**src/rtl/vram_oam_arbiter_if.sv**
```systemverilog
// vram_oam_arbiter_if: bus bundle between CPU/PPU/DMA, the VRAM/OAM BRAMs and the arbiter.
interface vram_oam_arbiter_if #(parameter int BLK_CNT_W = 16);
  logic                 lcd_en_in;
  logic [1:0]           ppu_mode_in;
  logic                 cpu_req_in;
  logic [15:0]          cpu_addr_in;
  logic                 cpu_we_in;
  logic [7:0]           cpu_wdata_in;
  logic                 cpu_ack_out;
  logic [7:0]           cpu_rdata_out;
  logic                 ppu_vram_rd_in;
  logic [12:0]          ppu_vram_addr_in;
  logic                 ppu_vram_gnt_out;
  logic                 ppu_vram_vld_out;
  logic                 ppu_oam_rd_in;
  logic [7:0]           ppu_oam_addr_in;
  logic                 ppu_oam_gnt_out;
  logic                 ppu_oam_vld_out;
  logic [7:0]           ppu_rdata_out;
  logic                 dma_active_in;
  logic                 dma_we_in;
  logic [7:0]           dma_addr_in;
  logic [7:0]           dma_wdata_in;
  logic [12:0]          vram_addr_out;
  logic                 vram_we_out;
  logic [7:0]           vram_wdata_out;
  logic [7:0]           vram_rdata_in;
  logic [7:0]           oam_addr_out;
  logic                 oam_we_out;
  logic [7:0]           oam_wdata_out;
  logic [7:0]           oam_rdata_in;
  logic [BLK_CNT_W-1:0] cpu_blk_cnt_out;
  modport slave (
    input  lcd_en_in, ppu_mode_in, cpu_req_in, cpu_addr_in, cpu_we_in, cpu_wdata_in,
           ppu_vram_rd_in, ppu_vram_addr_in, ppu_oam_rd_in, ppu_oam_addr_in,
           dma_active_in, dma_we_in, dma_addr_in, dma_wdata_in, vram_rdata_in, oam_rdata_in,
    output cpu_ack_out, cpu_rdata_out, ppu_vram_gnt_out, ppu_vram_vld_out, ppu_oam_gnt_out,
           ppu_oam_vld_out, ppu_rdata_out, vram_addr_out, vram_we_out, vram_wdata_out,
           oam_addr_out, oam_we_out, oam_wdata_out, cpu_blk_cnt_out
  );
  modport master (
    output lcd_en_in, ppu_mode_in, cpu_req_in, cpu_addr_in, cpu_we_in, cpu_wdata_in,
           ppu_vram_rd_in, ppu_vram_addr_in, ppu_oam_rd_in, ppu_oam_addr_in,
           dma_active_in, dma_we_in, dma_addr_in, dma_wdata_in, vram_rdata_in, oam_rdata_in,
    input  cpu_ack_out, cpu_rdata_out, ppu_vram_gnt_out, ppu_vram_vld_out, ppu_oam_gnt_out,
           ppu_oam_vld_out, ppu_rdata_out, vram_addr_out, vram_we_out, vram_wdata_out,
           oam_addr_out, oam_we_out, oam_wdata_out, cpu_blk_cnt_out
  );
endinterface

```
**src/rtl/vram_oam_arbiter.sv**
```systemverilog
// vram_oam_arbiter: shares single-port VRAM/OAM BRAMs between CPU, PPU and OAM DMA by PPU mode.
module vram_oam_arbiter #(
  parameter int BLK_CNT_W = 16
) (
  input logic               clk_in,
  input logic               rst_in,
  vram_oam_arbiter_if.slave bus
);
  typedef enum logic [1:0] {IDLE, ISSUE, RESP} state_t;
  state_t               state_q, state_d;
  logic [15:0]          addr_q, addr_d;
  logic                 we_q, we_d;
  logic [7:0]           wdata_q, wdata_d;
  logic [7:0]           rdata_q, rdata_d;
  logic                 pass_q, pass_d;
  logic                 pass_src_q, pass_src_d;
  logic                 ack_q, ack_d;
  logic [BLK_CNT_W-1:0] blk_q, blk_d;
  logic                 vram_vld_q, vram_vld_d;
  logic                 oam_vld_q, oam_vld_d;
  logic                 src_q, src_d;
  logic ppu_vram_own, ppu_oam_own, issue, tgt_vram, oam_hole, cpu_blocked;
  logic cpu_vram_go, cpu_oam_go, ppu_vram_gnt, ppu_oam_gnt;
  logic [7:0] bram_rdata;
  always_comb begin
    ppu_vram_own = bus.lcd_en_in && bus.ppu_mode_in == 2'd3;
    ppu_oam_own  = bus.lcd_en_in && bus.ppu_mode_in[1];
    issue        = state_q == ISSUE;
    tgt_vram     = addr_q[15:13] == 3'b100;
    oam_hole     = addr_q[7:0] >= 8'hA0;
    cpu_blocked  = tgt_vram ? ppu_vram_own : (bus.dma_active_in || ppu_oam_own);
    cpu_vram_go  = issue && tgt_vram && !cpu_blocked;
    cpu_oam_go   = issue && !tgt_vram && !cpu_blocked && !oam_hole;
    ppu_vram_gnt = bus.ppu_vram_rd_in && (ppu_vram_own || !(issue && tgt_vram));
    ppu_oam_gnt  = bus.ppu_oam_rd_in && !bus.dma_active_in && !ppu_vram_gnt &&
                   (ppu_oam_own || !(issue && !tgt_vram));
  end
  assign bus.ppu_vram_gnt_out = ppu_vram_gnt;
  assign bus.ppu_oam_gnt_out  = ppu_oam_gnt;
  assign bus.vram_addr_out    = cpu_vram_go ? addr_q[12:0] : bus.ppu_vram_addr_in;
  assign bus.vram_we_out      = cpu_vram_go && we_q;
  assign bus.vram_wdata_out   = wdata_q;
  // DMA owns the OAM port outright; without a write strobe it simply idles
  assign bus.oam_addr_out  = bus.dma_active_in ? bus.dma_addr_in :
                             cpu_oam_go ? addr_q[7:0] : bus.ppu_oam_addr_in;
  assign bus.oam_we_out    = bus.dma_active_in ? bus.dma_we_in : cpu_oam_go && we_q;
  assign bus.oam_wdata_out = bus.dma_active_in ? bus.dma_wdata_in : wdata_q;
  assign bram_rdata           = pass_src_q ? bus.oam_rdata_in : bus.vram_rdata_in;
  assign bus.cpu_ack_out      = ack_q;
  assign bus.cpu_rdata_out    = pass_q ? bram_rdata : rdata_q;
  assign bus.cpu_blk_cnt_out  = blk_q;
  assign bus.ppu_vram_vld_out = vram_vld_q;
  assign bus.ppu_oam_vld_out  = oam_vld_q;
  assign bus.ppu_rdata_out    = src_q ? bus.oam_rdata_in : bus.vram_rdata_in;
  always_comb begin
    state_d    = state_q;
    addr_d     = addr_q;
    we_d       = we_q;
    wdata_d    = wdata_q;
    rdata_d    = rdata_q;
    pass_d     = pass_q;
    pass_src_d = pass_src_q;
    ack_d      = 1'b0;
    blk_d      = blk_q;
    vram_vld_d = ppu_vram_gnt;
    oam_vld_d  = ppu_oam_gnt;
    src_d      = ppu_vram_gnt ? 1'b0 : ppu_oam_gnt ? 1'b1 : src_q;
    case (state_q)
      IDLE: if (bus.cpu_req_in) begin
        state_d = ISSUE;
        addr_d  = bus.cpu_addr_in;
        we_d    = bus.cpu_we_in;
        wdata_d = bus.cpu_wdata_in;
      end
      ISSUE: begin
        state_d    = RESP;
        ack_d      = 1'b1;
        pass_d     = (cpu_vram_go || cpu_oam_go) && !we_q;
        pass_src_d = !tgt_vram;
        rdata_d    = we_q ? 8'h00 : 8'hFF;
        blk_d      = (cpu_blocked && !(&blk_q)) ? blk_q + BLK_CNT_W'(1) : blk_q;
      end
      RESP: begin
        state_d = IDLE;
        pass_d  = 1'b0;
        rdata_d = pass_q ? bram_rdata : rdata_q;
      end
      default: state_d = IDLE;
    endcase
  end
  always_ff @(posedge clk_in or posedge rst_in)
    if (rst_in) begin
      state_q    <= IDLE;
      addr_q     <= '0;
      we_q       <= 1'b0;
      wdata_q    <= '0;
      rdata_q    <= '0;
      pass_q     <= 1'b0;
      pass_src_q <= 1'b0;
      ack_q      <= 1'b0;
      blk_q      <= '0;
      vram_vld_q <= 1'b0;
      oam_vld_q  <= 1'b0;
      src_q      <= 1'b0;
    end else begin
      state_q    <= state_d;
      addr_q     <= addr_d;
      we_q       <= we_d;
      wdata_q    <= wdata_d;
      rdata_q    <= rdata_d;
      pass_q     <= pass_d;
      pass_src_q <= pass_src_d;
      ack_q      <= ack_d;
      blk_q      <= blk_d;
      vram_vld_q <= vram_vld_d;
      oam_vld_q  <= oam_vld_d;
      src_q      <= src_d;
    end
endmodule

```
**src/flat_wrapper.sv**
```systemverilog
// flat-port wrapper written by rule: the top's interface ports become plain ports
module vram_oam_arbiter_flat 
#(
  parameter int BLK_CNT_W = 16
)
  (clk_in, rst_in, bus_lcd_en_in, bus_ppu_mode_in, bus_cpu_req_in, bus_cpu_addr_in, bus_cpu_we_in, bus_cpu_wdata_in, bus_ppu_vram_rd_in, bus_ppu_vram_addr_in, bus_ppu_oam_rd_in, bus_ppu_oam_addr_in, bus_dma_active_in, bus_dma_we_in, bus_dma_addr_in, bus_dma_wdata_in, bus_vram_rdata_in, bus_oam_rdata_in, bus_cpu_ack_out, bus_cpu_rdata_out, bus_ppu_vram_gnt_out, bus_ppu_vram_vld_out, bus_ppu_oam_gnt_out, bus_ppu_oam_vld_out, bus_ppu_rdata_out, bus_vram_addr_out, bus_vram_we_out, bus_vram_wdata_out, bus_oam_addr_out, bus_oam_we_out, bus_oam_wdata_out, bus_cpu_blk_cnt_out);
  vram_oam_arbiter_if #(.BLK_CNT_W(BLK_CNT_W)) bus_i ();
  input logic clk_in;
  input logic rst_in;
  input wire logic [$bits(bus_i.lcd_en_in)-1:0] bus_lcd_en_in;
  input wire logic [$bits(bus_i.ppu_mode_in)-1:0] bus_ppu_mode_in;
  input wire logic [$bits(bus_i.cpu_req_in)-1:0] bus_cpu_req_in;
  input wire logic [$bits(bus_i.cpu_addr_in)-1:0] bus_cpu_addr_in;
  input wire logic [$bits(bus_i.cpu_we_in)-1:0] bus_cpu_we_in;
  input wire logic [$bits(bus_i.cpu_wdata_in)-1:0] bus_cpu_wdata_in;
  input wire logic [$bits(bus_i.ppu_vram_rd_in)-1:0] bus_ppu_vram_rd_in;
  input wire logic [$bits(bus_i.ppu_vram_addr_in)-1:0] bus_ppu_vram_addr_in;
  input wire logic [$bits(bus_i.ppu_oam_rd_in)-1:0] bus_ppu_oam_rd_in;
  input wire logic [$bits(bus_i.ppu_oam_addr_in)-1:0] bus_ppu_oam_addr_in;
  input wire logic [$bits(bus_i.dma_active_in)-1:0] bus_dma_active_in;
  input wire logic [$bits(bus_i.dma_we_in)-1:0] bus_dma_we_in;
  input wire logic [$bits(bus_i.dma_addr_in)-1:0] bus_dma_addr_in;
  input wire logic [$bits(bus_i.dma_wdata_in)-1:0] bus_dma_wdata_in;
  input wire logic [$bits(bus_i.vram_rdata_in)-1:0] bus_vram_rdata_in;
  input wire logic [$bits(bus_i.oam_rdata_in)-1:0] bus_oam_rdata_in;
  output wire logic [$bits(bus_i.cpu_ack_out)-1:0] bus_cpu_ack_out;
  output wire logic [$bits(bus_i.cpu_rdata_out)-1:0] bus_cpu_rdata_out;
  output wire logic [$bits(bus_i.ppu_vram_gnt_out)-1:0] bus_ppu_vram_gnt_out;
  output wire logic [$bits(bus_i.ppu_vram_vld_out)-1:0] bus_ppu_vram_vld_out;
  output wire logic [$bits(bus_i.ppu_oam_gnt_out)-1:0] bus_ppu_oam_gnt_out;
  output wire logic [$bits(bus_i.ppu_oam_vld_out)-1:0] bus_ppu_oam_vld_out;
  output wire logic [$bits(bus_i.ppu_rdata_out)-1:0] bus_ppu_rdata_out;
  output wire logic [$bits(bus_i.vram_addr_out)-1:0] bus_vram_addr_out;
  output wire logic [$bits(bus_i.vram_we_out)-1:0] bus_vram_we_out;
  output wire logic [$bits(bus_i.vram_wdata_out)-1:0] bus_vram_wdata_out;
  output wire logic [$bits(bus_i.oam_addr_out)-1:0] bus_oam_addr_out;
  output wire logic [$bits(bus_i.oam_we_out)-1:0] bus_oam_we_out;
  output wire logic [$bits(bus_i.oam_wdata_out)-1:0] bus_oam_wdata_out;
  output wire logic [$bits(bus_i.cpu_blk_cnt_out)-1:0] bus_cpu_blk_cnt_out;
  assign bus_i.lcd_en_in = bus_lcd_en_in;
  assign bus_i.ppu_mode_in = bus_ppu_mode_in;
  assign bus_i.cpu_req_in = bus_cpu_req_in;
  assign bus_i.cpu_addr_in = bus_cpu_addr_in;
  assign bus_i.cpu_we_in = bus_cpu_we_in;
  assign bus_i.cpu_wdata_in = bus_cpu_wdata_in;
  assign bus_i.ppu_vram_rd_in = bus_ppu_vram_rd_in;
  assign bus_i.ppu_vram_addr_in = bus_ppu_vram_addr_in;
  assign bus_i.ppu_oam_rd_in = bus_ppu_oam_rd_in;
  assign bus_i.ppu_oam_addr_in = bus_ppu_oam_addr_in;
  assign bus_i.dma_active_in = bus_dma_active_in;
  assign bus_i.dma_we_in = bus_dma_we_in;
  assign bus_i.dma_addr_in = bus_dma_addr_in;
  assign bus_i.dma_wdata_in = bus_dma_wdata_in;
  assign bus_i.vram_rdata_in = bus_vram_rdata_in;
  assign bus_i.oam_rdata_in = bus_oam_rdata_in;
  assign bus_cpu_ack_out = bus_i.cpu_ack_out;
  assign bus_cpu_rdata_out = bus_i.cpu_rdata_out;
  assign bus_ppu_vram_gnt_out = bus_i.ppu_vram_gnt_out;
  assign bus_ppu_vram_vld_out = bus_i.ppu_vram_vld_out;
  assign bus_ppu_oam_gnt_out = bus_i.ppu_oam_gnt_out;
  assign bus_ppu_oam_vld_out = bus_i.ppu_oam_vld_out;
  assign bus_ppu_rdata_out = bus_i.ppu_rdata_out;
  assign bus_vram_addr_out = bus_i.vram_addr_out;
  assign bus_vram_we_out = bus_i.vram_we_out;
  assign bus_vram_wdata_out = bus_i.vram_wdata_out;
  assign bus_oam_addr_out = bus_i.oam_addr_out;
  assign bus_oam_we_out = bus_i.oam_we_out;
  assign bus_oam_wdata_out = bus_i.oam_wdata_out;
  assign bus_cpu_blk_cnt_out = bus_i.cpu_blk_cnt_out;
  vram_oam_arbiter #(.BLK_CNT_W(BLK_CNT_W)) u_core (.clk_in(clk_in), .rst_in(rst_in), .bus(bus_i));
endmodule
```
**config.mk**
```make
export PLATFORM = sky130hd
export DESIGN_NAME = vram_oam_arbiter_flat
export DESIGN_NICKNAME = d
export VERILOG_FILES = /design/src/rtl/vram_oam_arbiter_if.sv /design/src/rtl/vram_oam_arbiter.sv /design/src/flat_wrapper.sv
export SDC_FILE = /design/constraint.sdc
export NUM_CORES = 1
export LEC_CHECK = 0
export ABC_AREA = 1
export BUFFER_PORTS_ARGS = -buffer_cell sky130_fd_sc_hd__buf_2
export CORE_MARGIN = 2
export CORE_UTILIZATION = 40
export DETAILED_ROUTE_END_ITERATION = 10
export PLACE_DENSITY = 0.7
export SKIP_CTS_REPAIR_TIMING = 1
export SLEW_MARGIN = 20
export SYNTH_ARGS = -nofsm -noshare
export SYNTH_HDL_FRONTEND = slang
export SYNTH_SLANG_ARGS = --single-unit
```
**constraint.sdc**
```tcl
create_clock -name clk_in -period 2.1 [get_ports clk_in]
set_input_delay 0.21 -clock clk_in [delete_from_list [all_inputs] [get_ports clk_in]]
set_output_delay 0.21 -clock clk_in [all_outputs]
set_load 0.01 [all_outputs]
```
# After elaboration in Yosys (flattened, before gate mapping)
# Cells that the tools add are included.
[op_classes]
muxes = 17
n_reduce_logical = 34
add_sub_neg = 1
n_eq_ne = 5
order_cmp = 1
[ops]
columns = ["op", "n"]
rows = [
  ["8-bit two-way mux", 7],
  ["16-bit by 1-bit adder with 16-bit output, second input constant", 1],
  ["8-bit one-hot mux with 2 select lines", 1],
  ["16-bit AND reduction", 1],
  ["1-bit logical AND", 15],
  ["13-bit two-way mux", 1],
  ["1-bit logical NOT", 9],
  ["8-bit greater-or-equal comparator, second input constant", 1],
  ["1-bit two-way mux", 5],
  ["2-bit == test, second input constant", 2],
  ["1-bit logical OR", 4],
  ["2-bit one-hot mux with 2 select lines", 1],
  ["2-bit AND reduction", 2],
  ["2-bit nonzero test", 2],
  ["3-bit == test, second input constant", 1],
  ["2-bit by 1-bit == test with 1-bit output, second input constant", 1],
  ["2-bit logical NOT", 1],
  ["2-bit two-way mux", 1],
  ["2-bit inequality test, second input constant", 1],
  ["1-bit one-hot mux with 2 select lines", 1],
]
[totals]
reg_bits = 57
word_cells = 70

# Longest topological paths before layout
[depth]
depth_word = 10
depth_mapped = 10
mapped_depth_nobuf = 9

# Least setup slack after synthesis
# OpenSTA, ideal clock, no wires.
[synth_path]
path_type = "register -> output"
start = "reg u_core.state_q[1]"
end = "out bus_vram_addr_out[0]"
path_buffers = 1
required_time_ns = 1.890
path_slack_ns = 0.439
stages_incl_launch_ff = 8
arrival_ns = 1.451
path_cell_list = "dfrtp_1 -> inv_1 -> ha_1 -> nand2_1 -> nor2_4 -> inv_1 -> buf_2 -> o21ai_0"
[synth_via]
elab_chain_cells = 4
[synth_rtl]
columns = ["element", "line", "text"]
rows = [
  ["start: declaration", "vram_oam_arbiter.sv:10", "state_t state_q, state_d;"],
  ["start signal: assignment", "vram_oam_arbiter.sv:106", "state_q <= state_d;"],
  ["2-bit by 1-bit == test with 1-bit output", "vram_oam_arbiter.sv:28", "issue = state_q == ISSUE;"],
  ["1-bit logical AND (2 in a row)", "vram_oam_arbiter.sv:32", "cpu_vram_go = issue && tgt_vram && !cpu_blocked;"],
  ["13-bit two-way mux", "vram_oam_arbiter.sv:40", "assign bus.vram_addr_out = cpu_vram_go ? addr_q[12:0] : bus.ppu_vram_addr_in;"],
  ["end: declaration", "flat_wrapper.sv:33", "output wire logic [$bits(bus_i.vram_addr_out)-1:0] bus_vram_addr_out;"],
]
# No other way between the ends.

# Worst setup path in the final report
[layout_path]
start = "reg u_core.state_q[1]"
end = "out bus_vram_addr_out[5]"
# The elaborated chain is that of the path after synthesis.

==> qor.yml <==
timing:
  fin_crit_sh_pct: 98.7
  report.final.slew_viol_count: 0
  skew_ns: 0.0140
  finalSetupViolations: 0
  relSlewSlack_pct: 64.5
  max_freq_mhz: 482
  hold_slack_ns: 0.108
  fin_crit_ns: 2.07
  rsz0062_at_grt: "true"
  timing.final.ws_setup_ns: 0.0263
  hold_viol: 0
  setup-tns-final_ns: 0
  worstMarginPinSlew_ns: 0.532
critical_path:
  r2r_cells: 5
  worst-path-max-fanout: 6
  critPathBufInv: 4
  rr_endpoint: "u_core.addr_q[14]$_DFFE_PP0P_"
  required_ns: 1.89
  cp_top_family: "buffers and inverters"
  critPathKind: "register to output pin"
  critPathSlowestCell: "dfrtp_1"
  cp_slowest_stage_delay_ns: 0.40
  worst_setup_path_start_kind: "register"
  crit_path_end_kind: "output pin"
  crit_chain: "inv_2 > ha_4 > nand2_4 > nor2_4 > buf_12 > clkinvlp_4 > o21ai_0 > buf_2"
  rrSetupSlack_ns: 0.35
  cp.arrival_ns: 1.86
  r2r_start: "u_core.state_q[0]$_DFFE_PP0P_"
clocking:
  cts-buffers-inserted: 9
  root_buffer: "clkbuf_8"
  clock_latency_ns: 0.33
  cts_tree: "done"
  cts_sinks: 57
  htreeDepth: 3
  clkTransAtPathRegs_ns: 0.07
  clk_path_buf_depth: 2
synthesis:
  synth_seq_cells: 57
  synthCells: 469
  postSynthAreaPerCell_um2: 7.48
  synth_top_area_cell: "dfrtp_1"
  netlist.area_leader.share_pct: 40.7
  synth_xor_area_share_pct: 2.00
  yosysUniqueCellTypes: 31
  yosys-top-cells-area: "dfrtp_1 (41%), nand2_1 (19%), mux2_2 (5.1%)"
  synth_fa_ha_area_share_pct: 2.14
  syn_area_um2: 3510
  synth_top_family_by_area: "simple AND/OR/NAND/NOR gates"
  synth_compound_area_share_pct: 13.1
  synth_mux_area_share_pct: 5.14
  syn-num-nets: 563
  yosys_warnings: 0
  synth-simple-area-share_pct: 29.3
  yosysSeqAreaShare_pct: 40.7
detailed_routing:
  drt_first_pass_iters: 5
  post_drt_wl_per_cell_um: 13.2
  detail-route-antenna-nets: 0
  vias: 3622
  drt_iter0_markers: 120
  route.detailed.drc: 0
  routed_wirelength_um: 10000
  vias_per_cell: 4.78
place:
  dpl_cell_area_um2: 4400
  dp_hpwl_um: 7420
  gp_congestion: 0.898
  pre_cts_ws_ns: 0.227
  portBuffers: 163
  place_inst: 729
floorplanning:
  die-width_um: 97.6
  io_pins: 164
  core_area_um2: 8590
  die_y_um: 97.6
  dieArea_um2: 9530
  start_util_pct: 40.8
  rows: 34
grt:
  grt_usage_pct: 20.8
  grt_max_degree: 37
  grt-ovfl-total: 0
  grt_pass1_wl_um: 16300
  grt_pass1_vias: 3421
  antenna_found_initial: 0
cells_and_area:
  fin_util_pct: 55.9
  final_area_um2: 4800
  final_common_cell: "nand2_1"
  multi_input_area_um2: 1870
  final-instance-count-excl-fill: 758
  area_growth_pct: 36.9
  nNetsFinal: 738
  fillers: 855
  drive_above_1_share_pct: 37.0
  seq_area_um2: 1430
  layout_common_cells: "nand2_1 (180), buf_2 (163), dfrtp_1 (57)"
power_and_ir_drop:
  power.density_nw_per_um2: 1120
  power.static_leakage_nw: 2.60
  peakVddDrop_v: 0.000614
  power_mw: 5.37
job:
  cap_violations: 0
min_path:
  hold_path.class: "input port to register"
  min_from: "bus_cpu_wdata_in[0]"
  holdPathEnd: "u_core.bus.vram_wdata_out[0]$_DFFE_PP0P_"
  min_path_cells: 2
run_status:
  outcome: "finished, final reports clean"
## synth_stat cells
master	n
dfrtp_1	57
ha_1	6
mux2_2	16
a21boi_2	1
inv_2	2
nand2_2	4
o21ai_1	1
nand2_4	2
o21bai_1	7
nand3_1	15
nand3_2	1
inv_1	42
buf_4	1
buf_6	1
xor2_1	1
nor2_4	6
clkbuf_1	4
nor3_4	1
a21oi_2	1
clkinv_1	3
nor2_1	27
nor2_2	2
buf_12	1
a21oi_1	18
xnor2_1	7
inv_4	1
o21ai_0	34
nand4_1	2
nand2_1	182
o21a_1	16
buf_2	7
## how the worst max path moves through the flow
stage	from	endpoint	slack, ns	cells past startpoint
finish	u_core.state_q[1]$_DFFE_PP0P_	bus_vram_addr_out[5]	0.03	8
global route	u_core.state_q[1]$_DFFE_PP0P_	bus_vram_addr_out[5]	-0.07	8
CTS	u_core.state_q[1]$_DFFE_PP0P_	bus_vram_addr_out[7]	-0.14	7
detailed placement	u_core.state_q[1]$_DFFE_PP0P_	bus_vram_addr_out[7]	0.23	7
global placement	bus_dma_active_in	bus_oam_addr_out[6]	0.25	10
floorplan	u_core.state_q[1]$_DFFE_PP0P_	bus_vram_addr_out[0]	0.44	7
## kinds of logic (layout without fill, tap and decap cells)
group                    count (synthesis)  count (layout)
flip-flops                              57              57
AND/OR/NAND/NOR                        242             243
AO/OA/AOI/OAI                           78              78
other                                    0               1
XOR/XNOR                                 8               8
multiplexers                            16              16
adder cells (fa/ha/maj)                  6               6
buffers and inverters                   62             241
## power breakdown
| group | switching [mW] | total [mW] | internal [mW] |
|---|---|---|---|
| clock network | 0.474 | 1.18 | 0.702 |
| registers | 0.294 | 1.79 | 1.50 |
| logic | 1.39 | 2.40 | 1.01 |
## state kept, by name, summed over array words and instances, names as in the netlist
register / flops
u_core.addr_q: 16
u_core.bus.cpu_blk_cnt_out: 16
u_core.bus.vram_wdata_out: 8
u_core.rdata_q: 8
u_core.state_q: 2
u_core.bus.cpu_ack_out: 1
u_core.bus.ppu_oam_vld_out: 1
u_core.bus.ppu_vram_vld_out: 1
u_core.pass_q: 1
u_core.pass_src_q: 1
u_core.src_q: 1
u_core.we_q: 1
## final cells by class
class	count	area share, %
multi-input cells	351	38.9
flip-flops and latches	57	29.7
repair buffers	174	19.4
inverters	48	3.88
clock buffers	10	2.87
well taps	108	2.82
clock inverters	6	1.85
repair inverters	3	0.469
diodes	1	0.0521
## worst register-to-register path, cell delays in order, from the launching register on
cell	delay [ns]
dfrtp_1	0.46
inv_1	0.14
ha_1	0.24
nand2_1	0.06
buf_4	0.35
mux2_2	0.39
## metal layers
layer,track usage (%),vias up,routed length (µm)
met5,0,-,0
met4,4.91,0,72
met3,3.81,8,632
met2,34.9,112,4950
met1,28.0,1674,4370
li1,-,1828,-
No activity file was read; power rests on OpenSTA's default activity.
